### src/rtl/tanh_pkg.sv
// tanh_pkg: shared constants and the tag type for the tanh request scheduler.
//   CORDIC_WORD_SZ : angle width presented to the CORDIC tanh core
//   TANH_OUT_SZ    : tanh result width
//   TANH_CORE_LAT  : core depth, core_angle sample to core_result update
//   tanh_tag_t     : requester tag that rides alongside the core pipeline
package tanh_pkg;
    localparam int CORDIC_WORD_SZ = 32;
    localparam int TANH_OUT_SZ    = 16;
    localparam int TANH_CORE_LAT  = 30;
    localparam int MAX_REQ        = 8;
    // Sized for the largest supported requester count; the top uses the low bits.
    localparam int TAG_ID_W       = $clog2(MAX_REQ);

    typedef struct packed {
        logic                valid;
        logic [TAG_ID_W-1:0] id;
    } tanh_tag_t;
endpackage

### src/rtl/tanh_req_scheduler_rr_arbiter.sv
// rr_arbiter: round-robin grant over N eligible bits.
//   clk, rst  : clock, async active-high reset (ptr -> 0)
//   eligible  : per-requester eligibility
//   grant     : one-hot grant (or zero), first eligible index at or after ptr
//   grant_id  : index of the granted requester
//   grant_any : a grant was made this cycle
// The pointer moves only on a grant, so an idle requester never loses its turn.
module rr_arbiter #(
    parameter int N = 4
) (
    input  logic                 clk,
    input  logic                 rst,
    input  logic [N-1:0]         eligible,
    output logic [N-1:0]         grant,
    output logic [$clog2(N)-1:0] grant_id,
    output logic                 grant_any
);
    localparam int W = $clog2(N);

    logic [W-1:0] ptr;
    logic [W-1:0] idx;

    always_comb begin
        grant     = '0;
        grant_id  = '0;
        grant_any = 1'b0;
        idx       = '0;
        for (int o = 0; o < N; o++) begin
            idx = W'((int'(ptr) + o) % N);
            if (!grant_any && eligible[idx]) begin
                grant_any  = 1'b1;
                grant[idx] = 1'b1;
                grant_id   = idx;
            end
        end
    end

    always_ff @(posedge clk or posedge rst) begin
        if (rst)
            ptr <= '0;
        else if (grant_any)
            ptr <= (int'(grant_id) == N - 1) ? '0 : grant_id + 1'b1;
    end
endmodule

### src/rtl/tanh_req_scheduler.sv
// tanh_req_scheduler: shares one pipelined CORDIC tanh core among N_REQ requesters.
//   clk, rst    : clock, async active-high reset
//   req_valid   : per-requester request present
//   req_angle   : packed angles, requester i at [i*WORD_SZ +: WORD_SZ]
//   req_ready   : one-hot grant (or zero)
//   hold        : block new grants; in-flight work drains
//   core_angle  : registered angle to the core
//   core_result : core output
//   rsp_valid   : one-hot response pulse
//   rsp_data    : response value
//   rsp_id      : index of the rsp_valid bit set
//   busy        : any tag in flight or a response pending
// One issue per cycle; a tag pipe of depth CORE_LAT+1 tracks the owner of each
// core slot. The core cannot stall, so the tag pipe never stalls either.
module tanh_req_scheduler
    import tanh_pkg::*;
#(
    parameter int N_REQ    = 4,
    parameter int WORD_SZ  = CORDIC_WORD_SZ,
    parameter int OUT_SZ   = TANH_OUT_SZ,
    parameter int CORE_LAT = TANH_CORE_LAT,
    parameter int MAX_OUT  = 4
) (
    input  logic                     clk,
    input  logic                     rst,
    input  logic [N_REQ-1:0]         req_valid,
    input  logic [N_REQ*WORD_SZ-1:0] req_angle,
    output logic [N_REQ-1:0]         req_ready,
    input  logic                     hold,
    output logic [WORD_SZ-1:0]       core_angle,
    input  logic [OUT_SZ-1:0]        core_result,
    output logic [N_REQ-1:0]         rsp_valid,
    output logic [OUT_SZ-1:0]        rsp_data,
    output logic [$clog2(N_REQ)-1:0] rsp_id,
    output logic                     busy
);
    localparam int ID_W  = $clog2(N_REQ);
    localparam int CNT_W = $clog2(MAX_OUT + 1);

    logic [N_REQ-1:0]            eligible;
    logic [N_REQ-1:0]            grant;
    logic [ID_W-1:0]             gnt_id;
    logic                        gnt_any;
    logic [N_REQ-1:0][CNT_W-1:0] cnt;
    logic [N_REQ-1:0]            at_max;
    logic [N_REQ-1:0]            rsp_hit;
    tanh_tag_t                   tag_pipe [CORE_LAT+1];
    tanh_tag_t                   out_tag;
    logic                        tags_busy;

    // Eligibility: hold and the outstanding limit gate grants combinationally.
    always_comb begin
        at_max = '0;
        for (int i = 0; i < N_REQ; i++)
            at_max[i] = (int'(cnt[i]) >= MAX_OUT);
    end

    assign eligible  = req_valid & ~at_max & {N_REQ{~hold}};
    assign req_ready = grant;

    rr_arbiter #(.N(N_REQ)) u_arb (
        .clk       (clk),
        .rst       (rst),
        .eligible  (eligible),
        .grant     (grant),
        .grant_id  (gnt_id),
        .grant_any (gnt_any)
    );

    // Issue register and tag pipe. tag_pipe[CORE_LAT] lines up with the edge
    // at which core_result carries the result for that slot.
    always_ff @(posedge clk or posedge rst) begin
        if (rst) begin
            core_angle <= '0;
            for (int j = 0; j <= CORE_LAT; j++)
                tag_pipe[j] <= '0;
        end else begin
            tag_pipe[0] <= '{valid: gnt_any, id: TAG_ID_W'(gnt_id)};
            for (int j = 1; j <= CORE_LAT; j++)
                tag_pipe[j] <= tag_pipe[j-1];
            if (gnt_any)
                core_angle <= req_angle[int'(gnt_id)*WORD_SZ +: WORD_SZ];
        end
    end

    assign out_tag = tag_pipe[CORE_LAT];

    always_comb begin
        rsp_hit = '0;
        for (int i = 0; i < N_REQ; i++)
            rsp_hit[i] = out_tag.valid && (out_tag.id == TAG_ID_W'(i));
    end

    // Response register; data/id keep their last value between responses.
    always_ff @(posedge clk or posedge rst) begin
        if (rst) begin
            rsp_valid <= '0;
            rsp_data  <= '0;
            rsp_id    <= '0;
        end else begin
            rsp_valid <= rsp_hit;
            if (out_tag.valid) begin
                rsp_data <= core_result;
                rsp_id   <= ID_W'(out_tag.id);
            end
        end
    end

    // Outstanding counters; issue and retire in the same cycle cancel out.
    always_ff @(posedge clk or posedge rst) begin
        if (rst) begin
            cnt <= '0;
        end else begin
            for (int i = 0; i < N_REQ; i++) begin
                if (grant[i] && !rsp_hit[i])
                    cnt[i] <= cnt[i] + 1'b1;
                else if (rsp_hit[i] && !grant[i])
                    cnt[i] <= cnt[i] - 1'b1;
            end
        end
    end

    always_comb begin
        tags_busy = 1'b0;
        for (int j = 0; j <= CORE_LAT; j++)
            tags_busy |= tag_pipe[j].valid;
    end

    assign busy = tags_busy | (|rsp_valid);
endmodule

### config.mk
export PLATFORM = sky130hd
export DESIGN_NAME = tanh_req_scheduler
export DESIGN_NICKNAME = d
export VERILOG_FILES = /design/src/rtl/tanh_pkg.sv /design/src/rtl/tanh_req_scheduler_rr_arbiter.sv /design/src/rtl/tanh_req_scheduler.sv
export SDC_FILE = /design/constraint.sdc
export NUM_CORES = 1
export LEC_CHECK = 0
export BUFFER_PORTS_ARGS = -buffer_cell sky130_fd_sc_hd__buf_2
export CAP_MARGIN = 20
export CORE_UTILIZATION = 40
export CTS_CLUSTER_SIZE = 40
export DETAILED_ROUTE_END_ITERATION = 6
export PLACE_DENSITY_LB_ADDON = 0.2
export SLEW_MARGIN = 20
export SYNTH_ARGS = -nofsm -noshare
export SYNTH_HDL_FRONTEND = slang
export SYNTH_SLANG_ARGS = --single-unit
export TNS_END_PERCENT = 5
### constraint.sdc
create_clock -name clk -period 11.8 [get_ports clk]
set_clock_uncertainty 0.2 [all_clocks]
set_input_delay 3.54 -clock clk [delete_from_list [all_inputs] [get_ports clk]]
set_output_delay 3.54 -clock clk [all_outputs]
set_load 0.005 [all_outputs]
==> results of run 1 <==
## worst paths after layout
| check | start | end | slack, ns | cells past startpoint |
|---|---|---|---|---|
| worst max-delay path | req_valid[2] | req_ready[2] | 2.57 | 9 |
| worst min-delay path | tag_pipe[57]$_DFF_PP0_ | tag_pipe[53]$_DFF_PP0_ | 0.14 | 0 |
| worst max register to register | register | core_angle[19]$_DFFE_PP0P_ | 7.17 | 11 |
| worst min register to register | tag_pipe[57]$_DFF_PP0_ | tag_pipe[53]$_DFF_PP0_ | 0.14 | 0 |
| max in group asynchronous | rst | cnt[5]$_DFFE_PP0P_ | 7.23 | 3 |
| min in group asynchronous | rst | tag_pipe[53]$_DFF_PP0_ | 3.04 | 2 |
## cell usage in the layout, fill, tap and decap left out, types with 6 or more instances in the layout
cell / synthesis / layout
dfrtp_1: 161 / 161
buf_4: 3 / 7
o21ai_1: 35 / 35
xnor2_1: 6 / 6
ha_1: 8 / 8
inv_1: 14 / 13
nand2_1: 16 / 16
mux2_2: 21 / 21
a222oi_1: 35 / 35
nand3_1: 10 / 10
mux2i_1: 33 / 33
nor2_1: 11 / 9
xor2_1: 8 / 8
nand2b_1: 6 / 6
nor4_1: 8 / 8
clkbuf_16: 0 / 17
mux2_1: 63 / 63
buf_2: 9 / 209
inv_6: 0 / 8
## per-stage QoR
stage / instances / utilization
after global routing: 950 / 0.524
final: 953 / 0.524
after detailed placement: 917 / 0.488
after global placement: 917 / 0.488
after floorplan: 506 / -
after CTS: 949 / 0.524
## logic make-up (layout without fill, tap and decap cells)
kind of cell / after synthesis / after routing / share of synthesized area
AO/OA/AOI/OAI: 86 / 86 / 0.0950
XOR/XNOR: 14 / 14 / 0.0178
adder cells (fa/ha/maj): 12 / 12 / 0.0262
buffers and inverters: 43 / 266 / 0.0267
flip-flops: 161 / 161 / 0.586
multiplexers: 120 / 120 / 0.195
other: 0 / 4 / 0
AND/OR/NAND/NOR: 70 / 70 / 0.0529
## layer usage
metal,vias up,track usage,share of wire
li1,2323,-,-
met1,2497,0.238,0.42
met2,212,0.333,0.49
met3,29,0.0616,0.069
met4,2,0.0808,0.020
met5,-,0,0.00079
## area by class of cell
type | count | share of cell area
Clock inverter | 15 | 0.0189
Multi-Input combinational cell | 302 | 0.306
Timing Repair Buffer | 217 | 0.127
Tap cell | 220 | 0.0314
Clock buffer | 17 | 0.0486
Inverter | 17 | 0.00786
Antenna cell | 4 | 0.00114
Sequential cell | 161 | 0.460
## sequential cells by signal (all words and copies together) (netlist names), named ones only
signal	flops
cnt	12
core_angle	32
out_tag	3
rsp_data	16
rsp_id	2
rsp_valid	4
tag_pipe	90
u_arb.ptr	1
## worst max-delay path, stage by stage
cell      delay (ns)
buf_2           0.09
or3b_1          0.36
nand2_1         0.14
inv_1           0.07
or3_1           0.34
a211oi_1        0.48
a222oi_1        0.18
nand2_1         0.16
buf_2           0.13
## power groups by stage
stage	sequential [mW]	clock, mW	combinational [mW]
after floorplan	0.829	0	0.507
after global placement	0.846	0	0.713
after detailed placement	0.852	0	0.736
after CTS	0.847	0.554	0.736
after global routing	0.868	0.578	0.803
final	0.844	0.538	0.727
==> metrics.txt, run 1 <==
status=finished clean; FF+latch count, synth=161; CTS sink cnt=161; clock-pin slew on the worst setup and hold paths=0.07 ns; syn nets=669; Clk pwr share=0.255; TritonCTS Buffers=17; CTS tree=built; Mapped Avg Cell Area=13.6 µm²; library cells used by synthesis=45; worst min path class=reg -> reg; FP Rows=47; initial drt markers=372; Post-Syn Area=6880 µm²; setup TNS=0 ns; Lkg Pwr=4.25 nW; Logic pwr share=0.345; Via density=5.31; width of the chip=133 µm; Final Cell Area=8760 µm²; initial antenna violation count=5; Routed Antenna Nets=0; fin nets=879; Worst EP arrival=5.49 ns; largest net degree at the start of global routing=84; worst skew pair latency=0.43 ns; Max IR drop VDD=0.000118 V; I/O Buffers=209; synth top area cells=dfrtp_1, mux2_1, a222oi_1; CP Max Fanout=4; io pins=210; Bufs on Longest Clock Path=2; YS warnings=0; DP Wirelength=11,500 µm; Pre-antenna DRT Iters=5; Sw Pwr=0.732 mW; placed cell area=8160 µm²; WL per Instance=17.3 µm; GP Congestion=0.860; Initial Util=0.412; share of cells above drive strength 1=0.388; max-capacitance violation count=0; final hold vios=0; H-Tree Depth=4; Final setup viols=0; Vias=5,063; post-CTS setup repair buffer count=0; Min Clock Period, post-route=9.23 ns; Storage cell area=4030 µm²; hold_buf cts=0; first-pass GRT wire length=27,100 µm; sequential power share=0.400; Post-Route WL=16,500 µm; die height=133 µm; Seq/Total Area, Yosys=0.586; most common flop cell mapped by yosys=dfrtp_1; clk root buf=clkbuf_16; hold slack=0.145 ns; Post-synth EDFFs=0; final period utilization=0.782; die area=17,700 µm²; total track usage=0.198; PwrDens=241 nW/µm²; Slew Limit Fails=0; Internal=1.38 mW; DRC violations left=0; RSZ-0062 raised after global routing=no; required time worst endpoint=8.06 ns; dpl ws=2.57 ns; Tot Pwr=2.11 mW; commonest cells in the netlist=dfrtp_1, mux2_1, a222oi_1, o21ai_1, mux2i_1; core area=16,700 µm²; FFs w/ async S/R, synth=1.00; switching share of power=0.347; share of the synthesized area in the top cell type=0.586; most common cell in the netlist=dfrtp_1; measured slew at the worst slew-check pin=0.849 ns; Worst setup EP type=output pin; fmax=0.108 GHz; vias in the first global route=5,447; Worst Setup Slack, final=2.57 ns; max_slew headroom=0.434; Synth Instances=506; grt total ovfl=0; Crit Path Category=in -> out; multi-input logic area=2680 µm²; post-CTS resize count=0; Worst setup SP type=input port; cell type with the largest total area after synthesis=dfrtp_1; FILL cells=1,492; Area Growth Syn to Fin=27.4%
Power figures use the tool's default switching activity.
==> inputs of run 2 (changes only) <==
clock period = 9.4 ns   (was 11.8 ns; I/O delays follow)
==> metrics.txt, run 2 (synthesis gave the netlist of run 1 again) <==
initial drt markers=290 (-22%); H-Tree Depth=4 (unchanged); grt total ovfl=0 (unchanged); Biggest register=tag_pipe; status=finished clean; Worst EP arrival=4.77 ns (-0.72 ns); commonest non-fill, non-tap cell in the layout=buf_2; measured slew at the worst slew-check pin=1.10 ns (+0.251 ns); PwrDens=305 nW/µm² (+27%); TritonCTS Buffers=17 (unchanged); Area Growth Syn to Fin=27.5% (about the same); Initial Util=0.412 (unchanged); share of cells above drive strength 1=0.388 (unchanged); Routed Antenna Nets=0 (unchanged); commonest non-fill, non-tap cells in the layout=buf_2, dfrtp_1, mux2_1, o21ai_1, a222oi_1; Via density=5.25 (-1.2%); Max IR drop VDD=0.000146 V (+24%); setup TNS=0 ns (unchanged); Final setup viols=0 (unchanged); Final Util=0.525 (about the same); io pins=210 (unchanged); FP Rows=47 (unchanged); fin nets=879 (unchanged); core area=16,700 µm² (unchanged); Hold Crit Start=tag_pipe[4]$_DFF_PP0_; max reg flops=90 (unchanged); final period utilization=0.829; RSZ-0062 raised after global routing=no; vias in the first global route=5,469 (+0.40%); post-CTS setup repair buffer count=0 (unchanged); placed cell area=8160 µm² (unchanged); CP Max Fanout=4 (unchanged); met3 WL=1120 µm (-1.7%); max-capacitance violation count=0 (unchanged); required time worst endpoint=6.38 ns (-1.68 ns); Lkg Pwr=4.26 nW (+0.33%); final hold vios=0 (unchanged); Worst setup EP type=output pin; clock-pin slew on the worst setup and hold paths=0.07 ns (about the same); worst skew pair latency=0.42 ns (about the same); multi-input logic area=2680 µm² (unchanged); Crit Path Category=in -> out; Post-Route WL=16,600 µm (+0.55%); top flop regs=tag_pipe x90, core_angle x32, rsp_data x16; WL met2=8120 µm (+1.6%); Final Cell Area=8770 µm² (about the same); Slew Limit Fails=0 (unchanged); CTS sink cnt=161 (unchanged); RR Endpoint=core_angle[12]$_DFFE_PP0P_; width of the chip=133 µm (unchanged); GP Congestion=0.862 (+0.22%); Metal-1 WL=7050 µm (+0.92%); FILL cells=1,472 (-1.3%); Worst setup SP type=input port; worst reg2reg setup slack=4.69 ns (-2.48 ns); die area=17,700 µm² (unchanged); hold path depth=0 (unchanged); worst min path class=reg -> reg; I/O Buffers=209 (unchanged); CTS tree=built; Storage cell area=4030 µm² (unchanged); hold_buf cts=0 (unchanged); Min Clock Period, post-route=7.79 ns; largest net degree at the start of global routing=83 (-1.2%); clk root buf=clkbuf_16; die height=133 µm (unchanged); fmax=0.128 GHz; post-CTS resize count=0 (unchanged); Vias=4,994 (-1.4%); max_slew headroom=0.259 (-0.175); Bufs on Longest Clock Path=2 (unchanged); Hold Path End=out_tag[0]$_DFF_PP0_; FF-to-FF path depth=11 (unchanged); top sig layer=met5; first-pass GRT wire length=27,200 µm (+0.25%); DRC violations left=0 (unchanged); DP Wirelength=11,700 µm (+1.3%); total track usage=0.198 (-0.000386); Pre-antenna DRT Iters=6 (+1); initial antenna violation count=3 (-2); WL per Instance=17.4 µm (+0.76%)
run 2: changes by cell type in the layout (fill, tap and decap cells not counted), sizes merged:
| cell | delta |
|---|---|
| bufinv | +2 |
| clkbuf | +1 |
| clkinv | -1 |
| clkinvlp | -1 |
| diode | -2 |
| inv | -1 |
run 2: worst max-delay path, cell delays in order:
cell      delay [ns]
buf_2           0.10
or3b_1          0.37
nand2_1         0.14
inv_1           0.07
or3_1           0.34
a211oi_1        0.47
a222oi_1        0.17
nand2_1         0.16
buf_2           0.13
run 2: metrics by stage:
step                setup slack (ns)  std cells  hold WS [ns]  power (mW)
floorplan                       2.03        506         0.131        1.68
global placement                1.65        917         0.131        1.96
detailed placement              1.56        917         0.135        1.99
CTS                             1.58        949         0.146        2.71
global route                    1.44        949         0.149        2.85
finish                          1.61        951         0.146        2.68
run 2: final cells by class:
class | count | share of cell area
sequential | 161 | 0.460
multi-input combinational | 302 | 0.305
inverter | 17 | 0.00785
timing repair buffer | 217 | 0.126
clock inverter | 14 | 0.0190
tap | 220 | 0.0314
antenna | 2 | 0.000571
clock buffer | 18 | 0.0501
run 2: how the worst max path moves through the flow:
| stage | end | start | slack, ns | cells after the start |
|---|---|---|---|---|
| after global routing | req_ready[2] | req_valid[2] | 1.44 | 9 |
| after detailed placement | req_ready[2] | req_valid[2] | 1.56 | 9 |
| after CTS | req_ready[2] | req_valid[2] | 1.58 | 9 |
| after floorplan | asynchronous set/reset pin | rst | 2.03 | 1 |
| after global placement | req_ready[2] | req_valid[2] | 1.65 | 9 |
| final | req_ready[2] | req_valid[2] | 1.61 | 9 |
run 2: per-layer routing:
layer | up-vias | global-route usage
met5 | - | 0
met4 | 2 | 0.0657
met3 | 26 | 0.0647
met2 | 190 | 0.342
met1 | 2457 | 0.233
li1 | 2319 | -
run 2: power by group:
part	internal (mW)	switching (mW)
Sequential	0.925	0.137
Clock	0.408	0.296
Combinational	0.446	0.465
Total	1.78	0.898
